$ cat config.mk
export PLATFORM = sky130hd
export DESIGN_NAME = serial_alu_ctrl
export DESIGN_NICKNAME = d
export VERILOG_FILES = /design/src/rtl/serial_alu_pkg.sv /design/src/rtl/alu_bit_slice.sv /design/src/rtl/serial_alu_ctrl.sv
export SDC_FILE = /design/constraint.sdc
export NUM_CORES = 1
export LEC_CHECK = 0
export ABC_AREA = 1
export CORE_MARGIN = 5
export CORE_UTILIZATION = 48
export CTS_CLUSTER_SIZE = 10
export DETAILED_ROUTE_END_ITERATION = 12
export GPL_ROUTABILITY_DRIVEN = 0
export PLACE_DENSITY = 0.76
export SYNTH_ARGS = -nofsm -noshare
export SYNTH_HDL_FRONTEND = slang
export SYNTH_SLANG_ARGS = --single-unit
$ cat constraint.sdc
create_clock -name clk -period 3.4 [get_ports clk]
set_input_delay 0.51 -clock clk [delete_from_list [all_inputs] [get_ports clk]]
set_output_delay 0.51 -clock clk [all_outputs]
set_load 0.03 [all_outputs]
$ cat src/rtl/serial_alu_pkg.sv
`default_nettype none
// ============================================================================
// Module      : serial_alu_pkg
// Description : Shared definitions for the bit-serial ALU controller:
//               operation encodings, FSM state type, slice control word
//               field positions and a helper that packs the control word.
// Revision    : 1.0 - initial release
// ============================================================================
package serial_alu_pkg;

    // Operation encodings carried on the op port and in slice_ctrl[4:3]
    localparam logic [1:0] OP_ADD = 2'd0;
    localparam logic [1:0] OP_SUB = 2'd1;
    localparam logic [1:0] OP_AND = 2'd2;
    localparam logic [1:0] OP_OR  = 2'd3;

    // Controller states
    typedef enum logic [1:0] {
        IDLE = 2'd0,
        RUN  = 2'd1,
        DONE = 2'd2
    } state_t;

    // Field positions inside the 5-bit slice control word
    localparam int c_ctrl_op_hi = 4;
    localparam int c_ctrl_op_lo = 3;
    localparam int c_ctrl_inv   = 2;
    localparam int c_ctrl_cin   = 1;
    localparam int c_ctrl_shl   = 0;

    function automatic logic [4:0] pack_ctrl(input logic [1:0] op,
                                             input logic       inv,
                                             input logic       cin,
                                             input logic       shl);
        logic [4:0] w_ctrl;
        w_ctrl                            = '0;
        w_ctrl[c_ctrl_op_hi:c_ctrl_op_lo] = op;
        w_ctrl[c_ctrl_inv]                = inv;
        w_ctrl[c_ctrl_cin]                = cin;
        w_ctrl[c_ctrl_shl]                = shl;
        return w_ctrl;
    endfunction

endpackage
`default_nettype wire

$ cat src/rtl/alu_bit_slice.sv
`default_nettype none
// ============================================================================
// Module      : alu_bit_slice
// Description : One-bit ALU slice. Full adder for add/sub (operand b is
//               inverted for sub, the controller supplies carry-in = 1 on the
//               first bit), and/or with optional output inversion.
// Ports       : a, b  - operand bits
//               ctrl  - [4:3] op, [2] invert, [1] carry-in, [0] shift
//               y     - sum / logic result bit
//               cout  - carry-out (0 for logic ops)
// Revision    : 1.0 - initial release
// ============================================================================
module alu_bit_slice
    import serial_alu_pkg::*;
(
    input  logic       a,
    input  logic       b,
    input  logic [4:0] ctrl,
    output logic       y,
    output logic       cout
);

    logic [1:0] w_op;
    logic       w_inv;
    logic       w_cin;
    logic       w_b;

    // Shifting only changes where the controller stores the bit, so the
    // slice itself never looks at it.
    logic       w_unused_shl;
    assign w_unused_shl = ctrl[c_ctrl_shl];

    assign w_op  = ctrl[c_ctrl_op_hi:c_ctrl_op_lo];
    assign w_inv = ctrl[c_ctrl_inv];
    assign w_cin = ctrl[c_ctrl_cin];
    assign w_b   = (w_op == OP_SUB) ? ~b : b;

    always_comb begin
        y    = 1'b0;
        cout = 1'b0;
        unique case (w_op)
            OP_ADD, OP_SUB: begin
                y    = a ^ w_b ^ w_cin;
                cout = (a & w_b) | (a & w_cin) | (w_b & w_cin);
            end
            OP_AND:  y = (a & b) ^ w_inv;
            default: y = (a | b) ^ w_inv;
        endcase
    end

endmodule
`default_nettype wire

$ cat src/rtl/serial_alu_ctrl.sv
`default_nettype none
// ============================================================================
// Module      : serial_alu_ctrl
// Description : Bit-serial ALU controller. Accepts one request in IDLE,
//               processes one bit per cycle LSB first through a single
//               alu_bit_slice, then presents the result and flags in DONE
//               until the consumer takes them.
// Ports       : clk, reset (async, active-high)
//               req_valid/req_ready, op, invert, A, B [, shl] - request
//               rsp_valid/rsp_ready, result, carry, overflow, iszero,
//               greaterthan - response
//               slice_ctrl - control word presented to the bit slice
// Config      : SERIAL_ALU_SHIFT_EN adds the shl input (shift result left
//               by one, bit WIDTH-1 goes to carry). Undefined: no shift.
// Revision    : 1.0 - initial release
// ============================================================================
module serial_alu_ctrl
    import serial_alu_pkg::*;
#(
    parameter int WIDTH = 8
) (
    input  logic             clk,
    input  logic             reset,
    input  logic             req_valid,
    output logic             req_ready,
    input  logic [1:0]       op,
    input  logic             invert,
    input  logic [WIDTH-1:0] A,
    input  logic [WIDTH-1:0] B,
`ifdef SERIAL_ALU_SHIFT_EN
    input  logic             shl,
`endif
    output logic             rsp_valid,
    input  logic             rsp_ready,
    output logic [WIDTH-1:0] result,
    output logic             carry,
    output logic             overflow,
    output logic             iszero,
    output logic             greaterthan,
    output logic [4:0]       slice_ctrl
);

    localparam int                 c_cnt_w = $clog2(WIDTH);
    localparam logic [c_cnt_w-1:0] c_last  = c_cnt_w'(WIDTH - 1);

    state_t             r_state;
    state_t             w_state_next;
    logic [1:0]         r_op;
    logic               r_inv;
    logic               r_shl;
    logic [WIDTH-1:0]   r_a;
    logic [WIDTH-1:0]   r_b;
    logic [c_cnt_w-1:0] r_cnt;
    logic               r_cy;
    logic [WIDTH-1:0]   r_result;
    logic               r_carry;
    logic               r_ovf;
    logic               r_zero;
    logic               r_gt;

    logic               w_shl_in;
    logic               w_accept;
    logic               w_last;
    logic               w_arith;
    logic               w_a_bit;
    logic               w_b_bit;
    logic               w_y;
    logic               w_cout;
    logic [WIDTH-1:0]   w_result_next;

`ifdef SERIAL_ALU_SHIFT_EN
    assign w_shl_in = shl;
`else
    assign w_shl_in = 1'b0;
`endif

    assign w_accept = req_valid && (r_state == IDLE);
    assign w_last   = (r_cnt == c_last);
    assign w_arith  = (r_op == OP_ADD) || (r_op == OP_SUB);
    assign w_a_bit  = r_a[r_cnt];
    assign w_b_bit  = r_b[r_cnt];

    alu_bit_slice u_slice (
        .a    (w_a_bit),
        .b    (w_b_bit),
        .ctrl (slice_ctrl),
        .y    (w_y),
        .cout (w_cout)
    );

    // ------------------------------------------------------------------
    // FSM
    // ------------------------------------------------------------------
    always_ff @(posedge clk or posedge reset) begin
        if (reset) begin
            r_state <= IDLE;
        end else begin
            r_state <= w_state_next;
        end
    end

    always_comb begin
        w_state_next = r_state;
        req_ready    = 1'b0;
        rsp_valid    = 1'b0;
        slice_ctrl   = '0;
        unique case (r_state)
            IDLE: begin
                req_ready = 1'b1;
                if (req_valid) begin
                    w_state_next = RUN;
                end
            end
            RUN: begin
                slice_ctrl = pack_ctrl(r_op, r_inv, r_cy, r_shl);
                if (w_last) begin
                    w_state_next = DONE;
                end
            end
            DONE: begin
                rsp_valid = 1'b1;
                if (rsp_ready) begin
                    w_state_next = IDLE;
                end
            end
            default: w_state_next = IDLE;
        endcase
    end

    // ------------------------------------------------------------------
    // Result placement: the slice bit lands at the current index, or one
    // above it when shifting (the top bit then falls off into carry).
    // ------------------------------------------------------------------
    always_comb begin
        w_result_next = r_result;
        for (int i = 0; i < WIDTH; i++) begin
            if (i == int'(r_cnt) + int'(r_shl)) begin
                w_result_next[i] = w_y;
            end
        end
    end

    // ------------------------------------------------------------------
    // Datapath
    // ------------------------------------------------------------------
    always_ff @(posedge clk or posedge reset) begin
        if (reset) begin
            r_op     <= OP_ADD;
            r_inv    <= 1'b0;
            r_shl    <= 1'b0;
            r_a      <= '0;
            r_b      <= '0;
            r_cnt    <= '0;
            r_cy     <= 1'b0;
            r_result <= '0;
            r_carry  <= 1'b0;
            r_ovf    <= 1'b0;
            r_zero   <= 1'b0;
            r_gt     <= 1'b0;
        end else if (w_accept) begin
            r_op     <= op;
            r_inv    <= invert;
            r_shl    <= w_shl_in;
            r_a      <= A;
            r_b      <= B;
            r_cnt    <= '0;
            // Subtraction is A + ~B + 1: the +1 enters as the first carry-in
            r_cy     <= (op == OP_SUB);
            r_result <= '0;
            r_carry  <= 1'b0;
            r_ovf    <= 1'b0;
            r_zero   <= 1'b0;
            r_gt     <= 1'b0;
        end else if (r_state == RUN) begin
            r_cnt    <= r_cnt + 1'b1;
            r_result <= w_result_next;
            r_cy     <= w_cout;
            // Higher bits override lower ones, so the last differing bit
            // processed (the most significant) decides the comparison.
            r_gt     <= (w_a_bit & ~w_b_bit) | (~(w_a_bit ^ w_b_bit) & r_gt);
            if (w_last) begin
                r_zero  <= (w_result_next == '0);
                r_carry <= r_shl ? w_y : (w_arith & w_cout);
                r_ovf   <= w_arith & (r_cy ^ w_cout);
            end
        end
    end

    assign result      = r_result;
    assign carry       = r_carry;
    assign overflow    = r_ovf;
    assign iszero      = r_zero;
    assign greaterthan = r_gt;

endmodule
`default_nettype wire

* Word-level counts from Yosys, hierarchy flattened
Cells that the tools add are included.
** Storage, ports and cells
- Flip-flop bits (word level) :: 37
- Latch bits :: 0
- RAM bits :: 0
- Memory bits (read-only) :: 0
- Input port bits :: 23
- Output and inout bits :: 19
- Logic and storage cells :: 102
- Memories kept :: 0
** Cells by class
- Add/subtract/negate cells :: 1
- Multipliers :: 0
- Divide/modulo/power cells :: 0
- Magnitude comparators :: 1
- Equal/unequal tests :: 17
- Shifts and indexed selects :: 0
- Multiplexer cells :: 39
- Bitwise gates (word level) :: 20
- Reductions and logical operators :: 12
** Operator list (number)
- 32-bit zero test :: 1
- 1-bit 2-to-1 mux :: 27
- 8-bit 2-to-1 mux :: 2
- 3-bit == test, first input constant :: 4
- 1-bit AND :: 8
- 2-bit by 1-bit == test with 1-bit output, second input constant :: 4
- 8-bit zero test :: 1
- 1-bit binary-select mux with 3-bit select :: 2
- 2-bit by 3-bit == test with 1-bit output, first input constant :: 2
- 2-bit zero test :: 3
- 2-bit 2-to-1 mux :: 3
- 3-bit 2-to-1 mux :: 2
- 2-bit != test, second input constant :: 3
- 2-bit one-hot mux with 3 select lines :: 1
- 1-bit XOR :: 6
- 5-bit 2-to-1 mux :: 1
- 2-bit == test, second input constant :: 2
- 3-bit by 4-bit less-than comparator with 1-bit output, second input constant :: 1
- 1-bit bitwise OR :: 4
- 2-bit nonzero test :: 2
- 3-bit by 1-bit adder with 3-bit output, second input constant :: 1
- 1-bit by 3-bit == test with 1-bit output, first input constant :: 1
- 3-bit == test, second input constant :: 1
- 3-bit AND reduction :: 1
- other kinds (6) :: 7

* Depth between registers and ports, before layout
Gate-level depths: netlist of the first run.
- Depth after elaboration :: 13
- Mapped depth :: 18
- Gate-level depth less buffers :: 18

* Hierarchy
Synthesis of the first run repeated with hierarchy kept, for this count alone.
** Second synthesis, totals
- Cells, all modules :: 263
- Area total of the unflattened synthesis :: 2103.3 µm²
** Modules (own cells, without submodules)
- serial_alu_ctrl :: instances 1, cells each 239, area each 1984.4 µm², sequential area each 925.9 µm²
- alu_bit_slice :: instances 1, cells each 24, area each 118.9 µm², sequential area each 0.0 µm²

* Worst setup path after synthesis of the first run
OpenSTA, ideal clock, no wires.
- Kind :: register -> register
- Start :: register r_state[1]
- End :: register r_zero (netlist: iszero)
- Library setup time :: 117 ps
- Data arrival time :: 2611 ps
- Required time :: 3283 ps
- Path slack :: 671 ps
- Stages on the path, launching flop included :: 15
- Buffers on the path :: 2
- Clock period less this slack :: 2729 ps
- Cells stage by stage :: dfrtp_1 > nor2_4 > inv_2 > clkbuf_1 > nor2_1 > inv_1 > fa_1 > or2_2 > buf_4 > nand2_2 > nand2_1 > o21ai_2 > nor2_1 > nand3_1 > nand2_1
** On the way
- Elaborated cells between the ends (all ways) :: 29
- Those cells by class :: eq/ne: 3; mux: 14; bitwise: 4; reduce/logical: 8
** RTL lines
- start: declaration :: line serial_alu_ctrl.sv:46 : state_t r_state;
- start signal: assignment :: line serial_alu_ctrl.sv:98 : r_state <= w_state_next;
- 2-bit by 1-bit == test with 1-bit output * :: line serial_alu_ctrl.sv:107 : unique case (r_state)
- 5-bit 2-to-1 mux * :: line serial_alu_ctrl.sv:107
- net slice_ctrl[1] :: line serial_alu_ctrl.sv:40 : output logic [4:0] slice_ctrl
- 1-bit XOR * :: line alu_bit_slice.sv:43 : y = a ^ w_b ^ w_cin;
- 1-bit one-hot mux with 2 select lines * :: line alu_bit_slice.sv:41 : unique case (w_op)
- 1-bit 2-to-1 mux :: line serial_alu_ctrl.sv:137 : if (i == int'(r_cnt) + int'(r_shl)) begin
- 8-bit zero test * :: line serial_alu_ctrl.sv:182 : r_zero <= (w_result_next == '0);
- 1-bit 2-to-1 mux * :: line serial_alu_ctrl.sv:181 : if (w_last) begin
- 1-bit 2-to-1 mux * :: line serial_alu_ctrl.sv:174 : end else if (r_state == RUN) begin
- 1-bit 2-to-1 mux * :: line serial_alu_ctrl.sv:160 : end else if (w_accept) begin
- end signal: assignment :: line serial_alu_ctrl.sv:182
- end: declaration :: line serial_alu_ctrl.sv:58 : logic r_zero;
Mark *: on every way through the listed nets, which the timed path passes. The rest lies on a longest branch. The select of a mux whose other input is x is not followed.
A chain may end at the register's enable or synchronous reset.

* Worst setup path after layout of the first run
- Start :: register r_cnt[0]
- End :: register r_zero (netlist: iszero)
** On the way
- Word-level cells in the longest chain between the ends :: 12
- Elaborated cells between the ends (all ways) :: 36
- Those cells by class :: eq/ne: 8; mux: 17; bitwise: 7; reduce/logical: 4
** RTL lines
- start: declaration :: line serial_alu_ctrl.sv:53 : logic [c_cnt_w-1:0] r_cnt;
- start signal: assignment :: line serial_alu_ctrl.sv:175 : r_cnt <= r_cnt + 1'b1;
- 1-bit binary-select mux with 3-bit select :: line serial_alu_ctrl.sv:81 : assign w_b_bit = r_b[r_cnt];
- 1-bit 2-to-1 mux (implied by the code) :: line serial_alu_ctrl.sv:81
- 1-bit inverter :: line alu_bit_slice.sv:36 : assign w_b = (w_op == OP_SUB) ? ~b : b;
- 1-bit 2-to-1 mux :: line alu_bit_slice.sv:36
- 1-bit XOR (2 in series) :: line alu_bit_slice.sv:43
- 1-bit one-hot mux with 2 select lines :: line alu_bit_slice.sv:41
- 1-bit 2-to-1 mux :: line serial_alu_ctrl.sv:137
- 8-bit zero test :: line serial_alu_ctrl.sv:182
- 1-bit 2-to-1 mux :: line serial_alu_ctrl.sv:181
- 1-bit 2-to-1 mux :: line serial_alu_ctrl.sv:174
- 1-bit 2-to-1 mux :: line serial_alu_ctrl.sv:160
Parallel ways exist; a longest one is shown, timed or not. The select of a mux whose other input is x is not followed.

==> results.sh, run 1 <==
export IMPL_synth_nets=296
export IMPL_synth_simple_area_share_pct=28.9
export IMPL_criticalPathCategory="reg -> reg"
export IMPL_crit_slowest_cell="dfrtp_1"
export IMPL_synth_xor_area_share_pct=0.429
export IMPL_synth_cell_types=30
export IMPL_p_per_area_nw_per_um2=1050
export IMPL_slew_violations=0
export IMPL_synthArstFlopShare_pct=100
export IMPL_placed_cells=347
export IMPL_switching_share_pct=47.5
export IMPL_crit_path_frequent_cell="nand2_1"
export IMPL_p_comb_share_pct=58.9
export IMPL_synthAdderAreaFrac_pct=6.50
export IMPL_min_path_type="reg -> reg"
export IMPL_power_switching_uw=1290
export IMPL_synth_most_common_cell="nand2_1"
export IMPL_post_route_util_pct=63.6
export IMPL_crit_family="simple AND/OR/NAND/NOR gates"
export IMPL_core_area_um2=4060
export IMPL_setup_tns_ns=0
export IMPL_muxShareOfSynthArea_pct=0
export IMPL_initialDrtViolationCount=129
export IMPL_fin_hold_ws_ns=0.486
export IMPL_antenna_found_initial=0
export IMPL_die_y_um=75.2
export IMPL_grt_met2_usage_pct=30.8
export IMPL_drt_total_wl_um=4410
export IMPL_grt_pass1_wl_um=7890
export IMPL_finalCriticalPeriod_ns=2.96
export IMPL_start_util_pct=50.3
export IMPL_die_w_um=75.2
export IMPL_critPathCaptureType="flop"
export IMPL_syn_area_um2=2040
export IMPL_clock_path_buffers=2
export IMPL_routedWlPerCell_um=12.4
export IMPL_synth_top_family_by_area="simple AND/OR/NAND/NOR gates"
export IMPL_path_cells="clkinv_1 > o21ai_0 > o22ai_1 > nand2_1 > o21a_1 > xnor2_1 > fa_1 > or2_2 > nand3_1 > nand2_1 > nand2_1 > nor2_1 > nand3_1 > nand2_1"
export IMPL_synth_warnings=0
export IMPL_clock_latency_ns=0.29
export IMPL_seqPwrFrac_pct=28.7
export IMPL_htreeDepth=2
export IMPL_synthToLayoutAreaGrowth_pct=26.3
export IMPL_final_cells=355
export IMPL_grt_max_degree=38
export IMPL_num_io_pins=42
export IMPL_drv_cap=0
export IMPL_synthCells=263
export IMPL_leakagePower_uw=0.00133
export IMPL_synth_top_area_share_pct=45.3
export IMPL_cts_setup_buffers=0
export IMPL_internal_power_uw=1420
export IMPL_status="completed"
export IMPL_synth_top_area_cell="dfrtp_1"
export IMPL_port_buffers=40
export IMPL_vias_per_cell=5.03
export IMPL_cp_arrival_ns=3.15
export IMPL_path_max_fanout=13
export IMPL_post_route_period_util_pct=87.2
export IMPL_clkSinkCount=37
export IMPL_startpoint_type="flop"
export IMPL_synth_common_cells="96 x nand2_1, 37 x dfrtp_1, 28 x inv_1"
export IMPL_ys_ff_latch=37
export IMPL_avgSynthCellArea_um2=7.76
export IMPL_hpwl_um=3300
export IMPL_postCtsHoldBufs=0
export IMPL_gr_usage_met3_pct=4.01
export IMPL_insertedDiodeCount=0
export IMPL_grt_pass1_vias=1787
export IMPL_max_vdd_ir_drop_v=0.000365
export IMPL_cts_tree="done"
export IMPL_hold_violations=0
export IMPL_synthTopCellsByArea="dfrtp_1 45%, nand2_1 18%, ha_1 5.5%"
export IMPL_track_usage_pct=18.2
export IMPL_drcViolationCount=0
export IMPL_die_area_um2=5660
export IMPL_met1_usage_pct=22.7
export IMPL_ant_nets=0
export IMPL_synthFlopType="dfrtp_1"
export IMPL_setup_violations=0
export IMPL_clock_fmax_ghz=0.337
export IMPL_postCtsResizedCells=0
export IMPL_clkTransAtPathRegs_ns=0.08
export IMPL_grt_ovfl_total=0
export IMPL_dr_total_vias=1787
export IMPL_grt_busiest_layer="met2"
export IMPL_clock_skew_ns=0.0104
export IMPL_cts_buffers_inserted=5
export IMPL_dr_pass1_iters=4
export IMPL_ctsRootBufferMaster="clkbuf_8"
export IMPL_worstPathRequired_ns=3.58
export IMPL_cp_num_buf_inv=1
export IMPL_cpPeakStageDelay_ns=0.56
export IMPL_synth_seq_area_share_pct=45.3
export IMPL_synth_edf_count=0
export IMPL_synth_compound_area_share_pct=10.2
export IMPL_fin_nets=337
export IMPL_rsz0062_at_grt="no"
export IMPL_num_rows=23
export IMPL_drive_gt1_share_pct=8.52
export IMPL_p_clk_share_pct=12.5
==> cells in the final DEF (no fill, tap or decap), drive strengths merged <==
cell	Yosys	routed
nand3b	1	1
dfrtp	37	37
clkbuf	6	7
buf	3	3
o41ai	1	1
clkinv	2	3
inv	31	31
or2	3	3
o22ai	9	9
clkdlybuf4s50	0	40
o21a	1	1
nor2	20	20
conb	1	1
a32o	1	1
o21ai	21	21
nand3	12	12
ha	9	9
o31ai	1	1
nand4	2	2
nand2	99	99
fa	1	1
a22o	1	1
xnor2	1	1
==> state kept, by name (all words and copies together), names as in the netlist <==
signal,flops
carry,1
r_cnt,3
r_b,8
iszero,1
r_op,2
r_state,2
r_a,8
overflow,1
result,8
r_inv,1
greaterthan,1
r_cy,1
==> worst reg2reg max path: cells and delay by family, from the launching register on <==
kind	cells	cell delay (ns)
AND/OR/NAND/NOR	8	0.85
flip-flops	1	0.56
AO/OA/AOI/OAI	3	0.54
adder cells (fa/ha/maj)	1	0.43
buffers and inverters	1	0.32
XOR/XNOR	1	0.15
==> kinds of logic after synthesis <==
group / Yosys count
DFF: 37
buffers and inverters: 42
and+or+nand+nor: 137
AOI/OAI and AO/OA: 35
other: 1
xor gates and xnor gates: 1
adders and majority gates: 10
==> metrics by stage <==
step                setup WS [ns]  total power (µW)  cell area [µm²]
floorplan                   0.671              1980             2040
global placement            0.618              2330             2480
detailed placement          0.440              2380             2480
CTS                         0.427              2720             2580
global route                0.114              2970             2580
finish                      0.436              2710             2580
==> cell type report <==
type | count | area (µm²)
Fill cell | 373 | 1480
Multi-Input combinational cell | 184 | 943
Sequential cell | 37 | 926
Timing Repair Buffer | 43 | 423
Inverter | 33 | 124
Clock buffer | 7 | 96.3
Tap cell | 50 | 62.6
Clock inverter | 1 | 5.00
==> routing by layer <==
| metal | wire length [µm] | up-vias | part of all wire (%) |
|---|---|---|---|
| li1 | - | 905 | - |
| met1 | 1970 | 827 | 45 |
| met2 | 2130 | 51 | 48 |
| met3 | 263 | 4 | 6.0 |
| met4 | 53 | 0 | 1.2 |
| met5 | 0 | - | 0 |
==> power by group through the flow <==
| stage | Sequential (µW) | Combinational, µW | Clock (µW) |
|---|---|---|---|
| after floorplan | 838 | 1140 | 0 |
| after global placement | 774 | 1560 | 0 |
| after detailed placement | 783 | 1600 | 0 |
| after CTS | 776 | 1600 | 347 |
| after global routing | 802 | 1810 | 362 |
| final | 776 | 1590 | 337 |
==> path summary, 6_finish.rpt <==
path | start | end | slack [ns] | depth (start not counted)
setup / recovery | r_cnt[0]$_DFFE_PP0P_ | iszero$_DFFE_PP0P_ | 0.44 | 14
hold / removal | r_a[6]$_DFFE_PP0P_ | r_a[6]$_DFFE_PP0P_ | 0.49 | 2
max in group asynchronous | reset | r_b[3]$_DFFE_PP0P_ | 2.45 | 3
hold reg to reg | r_a[6]$_DFFE_PP0P_ | r_a[6]$_DFFE_PP0P_ | 0.49 | 2
setup reg to reg | r_cnt[0]$_DFFE_PP0P_ | iszero$_DFFE_PP0P_ | 0.44 | 14
min in group asynchronous | reset | r_state[0]$_DFFE_PP0P_ | 0.62 | 3
Power figures use the tool's default switching activity.
==> inputs of run 2 (changes only) <==
--- a/config.mk
+++ b/config.mk
@@ -6,6 +6,7 @@
 export NUM_CORES = 1
 export LEC_CHECK = 0
 export ABC_AREA = 1
+export ABC_CLOCK_PERIOD_IN_PS = 3400
 export CORE_MARGIN = 5
 export CORE_UTILIZATION = 48
 export CTS_CLUSTER_SIZE = 10
==> results of run 2 <==
The final DEF is identical to that of run 1; final timing and power are the same.
==> inputs of run 3 (changes only) <==
--- a/config.mk
+++ b/config.mk
@@ -7,12 +7,14 @@
 export LEC_CHECK = 0
 export ABC_AREA = 1
 export ABC_CLOCK_PERIOD_IN_PS = 3400
+export CELL_PAD_IN_SITES_DETAIL_PLACEMENT = 1
+export CELL_PAD_IN_SITES_GLOBAL_PLACEMENT = 2
 export CORE_MARGIN = 5
-export CORE_UTILIZATION = 48
+export CORE_UTILIZATION = 29
 export CTS_CLUSTER_SIZE = 10
 export DETAILED_ROUTE_END_ITERATION = 12
 export GPL_ROUTABILITY_DRIVEN = 0
-export PLACE_DENSITY = 0.76
+export PLACE_DENSITY_LB_ADDON = 0.1
 export SYNTH_ARGS = -nofsm -noshare
 export SYNTH_HDL_FRONTEND = slang
 export SYNTH_SLANG_ARGS = --single-unit
==> run 3 against run 2 <==
Net effect: count of clock-buffer cells in the layout stayed put; combinational power hardly changed; final cell count is 13% higher; sequential power is 0.5% higher; critical endpoint unchanged; highest routed layer unchanged.
==> results.sh, run 3 (synthesis gave the netlist of run 1 again) <==
export IMPL_hpwl_um=3880
export IMPL_clock_fmax_ghz=0.333
export IMPL_post_route_period_util_pct=88.2
export IMPL_criticalPathCategory="reg -> reg"
export IMPL_max_vdd_ir_drop_v=0.000307
export IMPL_num_rows=30
export IMPL_core_area_um2=6830
export IMPL_status="completed"
export IMPL_grt_max_degree=38
export IMPL_cp_num_buf_inv=1
export IMPL_r2r_start="r_cnt[0]$_DFFE_PP0P_"
export IMPL_dr_pass1_iters=4
export IMPL_crit_family="simple AND/OR/NAND/NOR gates"
export IMPL_placed_cells=393
export IMPL_crit_slowest_cell="dfrtp_1"
export IMPL_drive_gt1_share_pct=8.52
export IMPL_ant_nets=0
export IMPL_drt_total_wl_um=5250
export IMPL_grt_pass1_wl_um=8760
export IMPL_vias_per_cell=4.36
export IMPL_drv_cap=0
export IMPL_cpPeakStageDelay_ns=0.59
export IMPL_max_slew_margin_pct=66.6
export IMPL_drcViolationCount=0
export IMPL_setup_violations=0
export IMPL_clock_skew_ns=0.00788
export IMPL_total_power_uw=2740
export IMPL_tightest_slew_ns=0.500
export IMPL_layout_common_cells="96 x nand2_1, 40 x clkdlybuf4s50_1, 37 x dfrtp_1, 28 x inv_1, 18 x nor2_1"
export IMPL_rsz0062_at_grt="no"
export IMPL_synthToLayoutAreaGrowth_pct=29.2
export IMPL_clkSinkCount=37
export IMPL_grt_pass1_vias=1834
export IMPL_die_area_um2=8820
export IMPL_leakagePower_uw=0.00133
export IMPL_startpoint_type="flop"
export IMPL_insertedDiodeCount=0
export IMPL_final_cells=401
export IMPL_die_w_um=93.9
export IMPL_postCtsResizedCells=0
export IMPL_finalCriticalPeriod_ns=3.00
export IMPL_htreeDepth=2
export IMPL_port_buffers=40
export IMPL_setup_tns_ns=0
export IMPL_clock_path_buffers=2
export IMPL_antenna_found_initial=0
export IMPL_die_y_um=93.9
export IMPL_layout_setup_ws_ns=0.401
export IMPL_cp_arrival_ns=3.18
export IMPL_ctsRootBufferMaster="clkbuf_8"
export IMPL_routedWlPerCell_um=13.1
export IMPL_worstPathRequired_ns=3.58
export IMPL_min_path_type="reg -> reg"
export IMPL_initialDrtViolationCount=39
export IMPL_critPathCaptureType="flop"
export IMPL_final_common_cell="nand2_1"
export IMPL_post_route_util_pct=38.6
export IMPL_hold_violations=0
export IMPL_startpoint="r_cnt[0]$_DFFE_PP0P_"
export IMPL_n_fill_cell=849
export IMPL_postCtsHoldBufs=0
export IMPL_path_max_fanout=13
export IMPL_clkTransAtPathRegs_ns=0.08
export IMPL_crit_path_frequent_cell="nand2_1"
export IMPL_track_usage_pct=12.6
export IMPL_grt_ovfl_total=0
export IMPL_hp_start="r_inv$_DFFE_PP0P_"
export IMPL_start_util_pct=29.9
export IMPL_fin_nets=337
export IMPL_clock_latency_ns=0.28
export IMPL_slew_violations=0
export IMPL_dr_total_vias=1749
export IMPL_cts_tree="done"
export IMPL_place_ws_ns=0.406
export IMPL_path_cells="clkinv_1 > o21ai_0 > o22ai_1 > nand2_1 > o21a_1 > xnor2_1 > fa_1 > or2_2 > nand2_2 > nand2_1 > o21ai_2 > nor2_1 > nand3_1 > nand2_1"
export IMPL_p_per_area_nw_per_um2=1040
export IMPL_num_io_pins=42
export IMPL_cts_setup_buffers=0
export IMPL_cts_buffers_inserted=5
## run 3: cell counts in the layout (fill, tap and decap cells not counted)
No cell type changed its count.
## run 3: worst paths after layout
check,to,slack (ns),depth (start not counted)
min in group asynchronous,r_b[0]$_DFFE_PP0P_,0.65,3
max reg2reg,iszero$_DFFE_PP0P_,0.40,14
min,r_inv$_DFFE_PP0P_,0.48,2
min reg2reg,r_inv$_DFFE_PP0P_,0.48,2
max in group asynchronous,r_cnt[0]$_DFFE_PP0P_,2.40,3
max,iszero$_DFFE_PP0P_,0.40,14
## run 3: cell type report
class | instances | area (µm²) | share of cell area (%)
multi-input combinational | 184 | 943 | 35.8
sequential | 37 | 926 | 35.1
timing repair buffer | 43 | 423 | 16.0
inverter | 33 | 124 | 4.70
tap | 96 | 120 | 4.55
clock buffer | 7 | 96.3 | 3.65
clock inverter | 1 | 5.00 | 0.190
## run 3: per-stage QoR
step / hold slack [ns] / area [µm²]
after detailed placement: 0.466 / 2540
after global placement: 0.465 / 2540
after global routing: 0.508 / 2640
after floorplan: 0.444 / 2040
final: 0.482 / 2640
after CTS: 0.487 / 2640
## run 3: worst register-to-register path, stage by stage, from the launching register on
cell and delay [ns]:
dfrtp_1 0.59, clkinv_1 0.34, o21ai_0 0.23, o22ai_1 0.09, nand2_1 0.06, o21a_1 0.21
xnor2_1 0.15, fa_1 0.42, or2_2 0.38, nand2_2 0.10, nand2_1 0.06, o21ai_2 0.07
nor2_1 0.06, nand3_1 0.08, nand2_1 0.05
## run 3: report_power, final
| part | leakage, µW | internal [µW] | switching, µW |
|---|---|---|---|
| combinational | 0.000811 | 602 | 1020 |
| sequential | 0.000467 | 634 | 146 |
| clock | 0.0000542 | 183 | 158 |
## run 3: routing by layer
metal | vias up | share of wire [%] | GRT usage (%)
met5 | - | 0 | 0
met2 | 30 | 48 | 21.3
met4 | 0 | 0.74 | 3.61
met3 | 2 | 3.5 | 2.80
li1 | 903 | - | -
met1 | 814 | 48 | 16.1
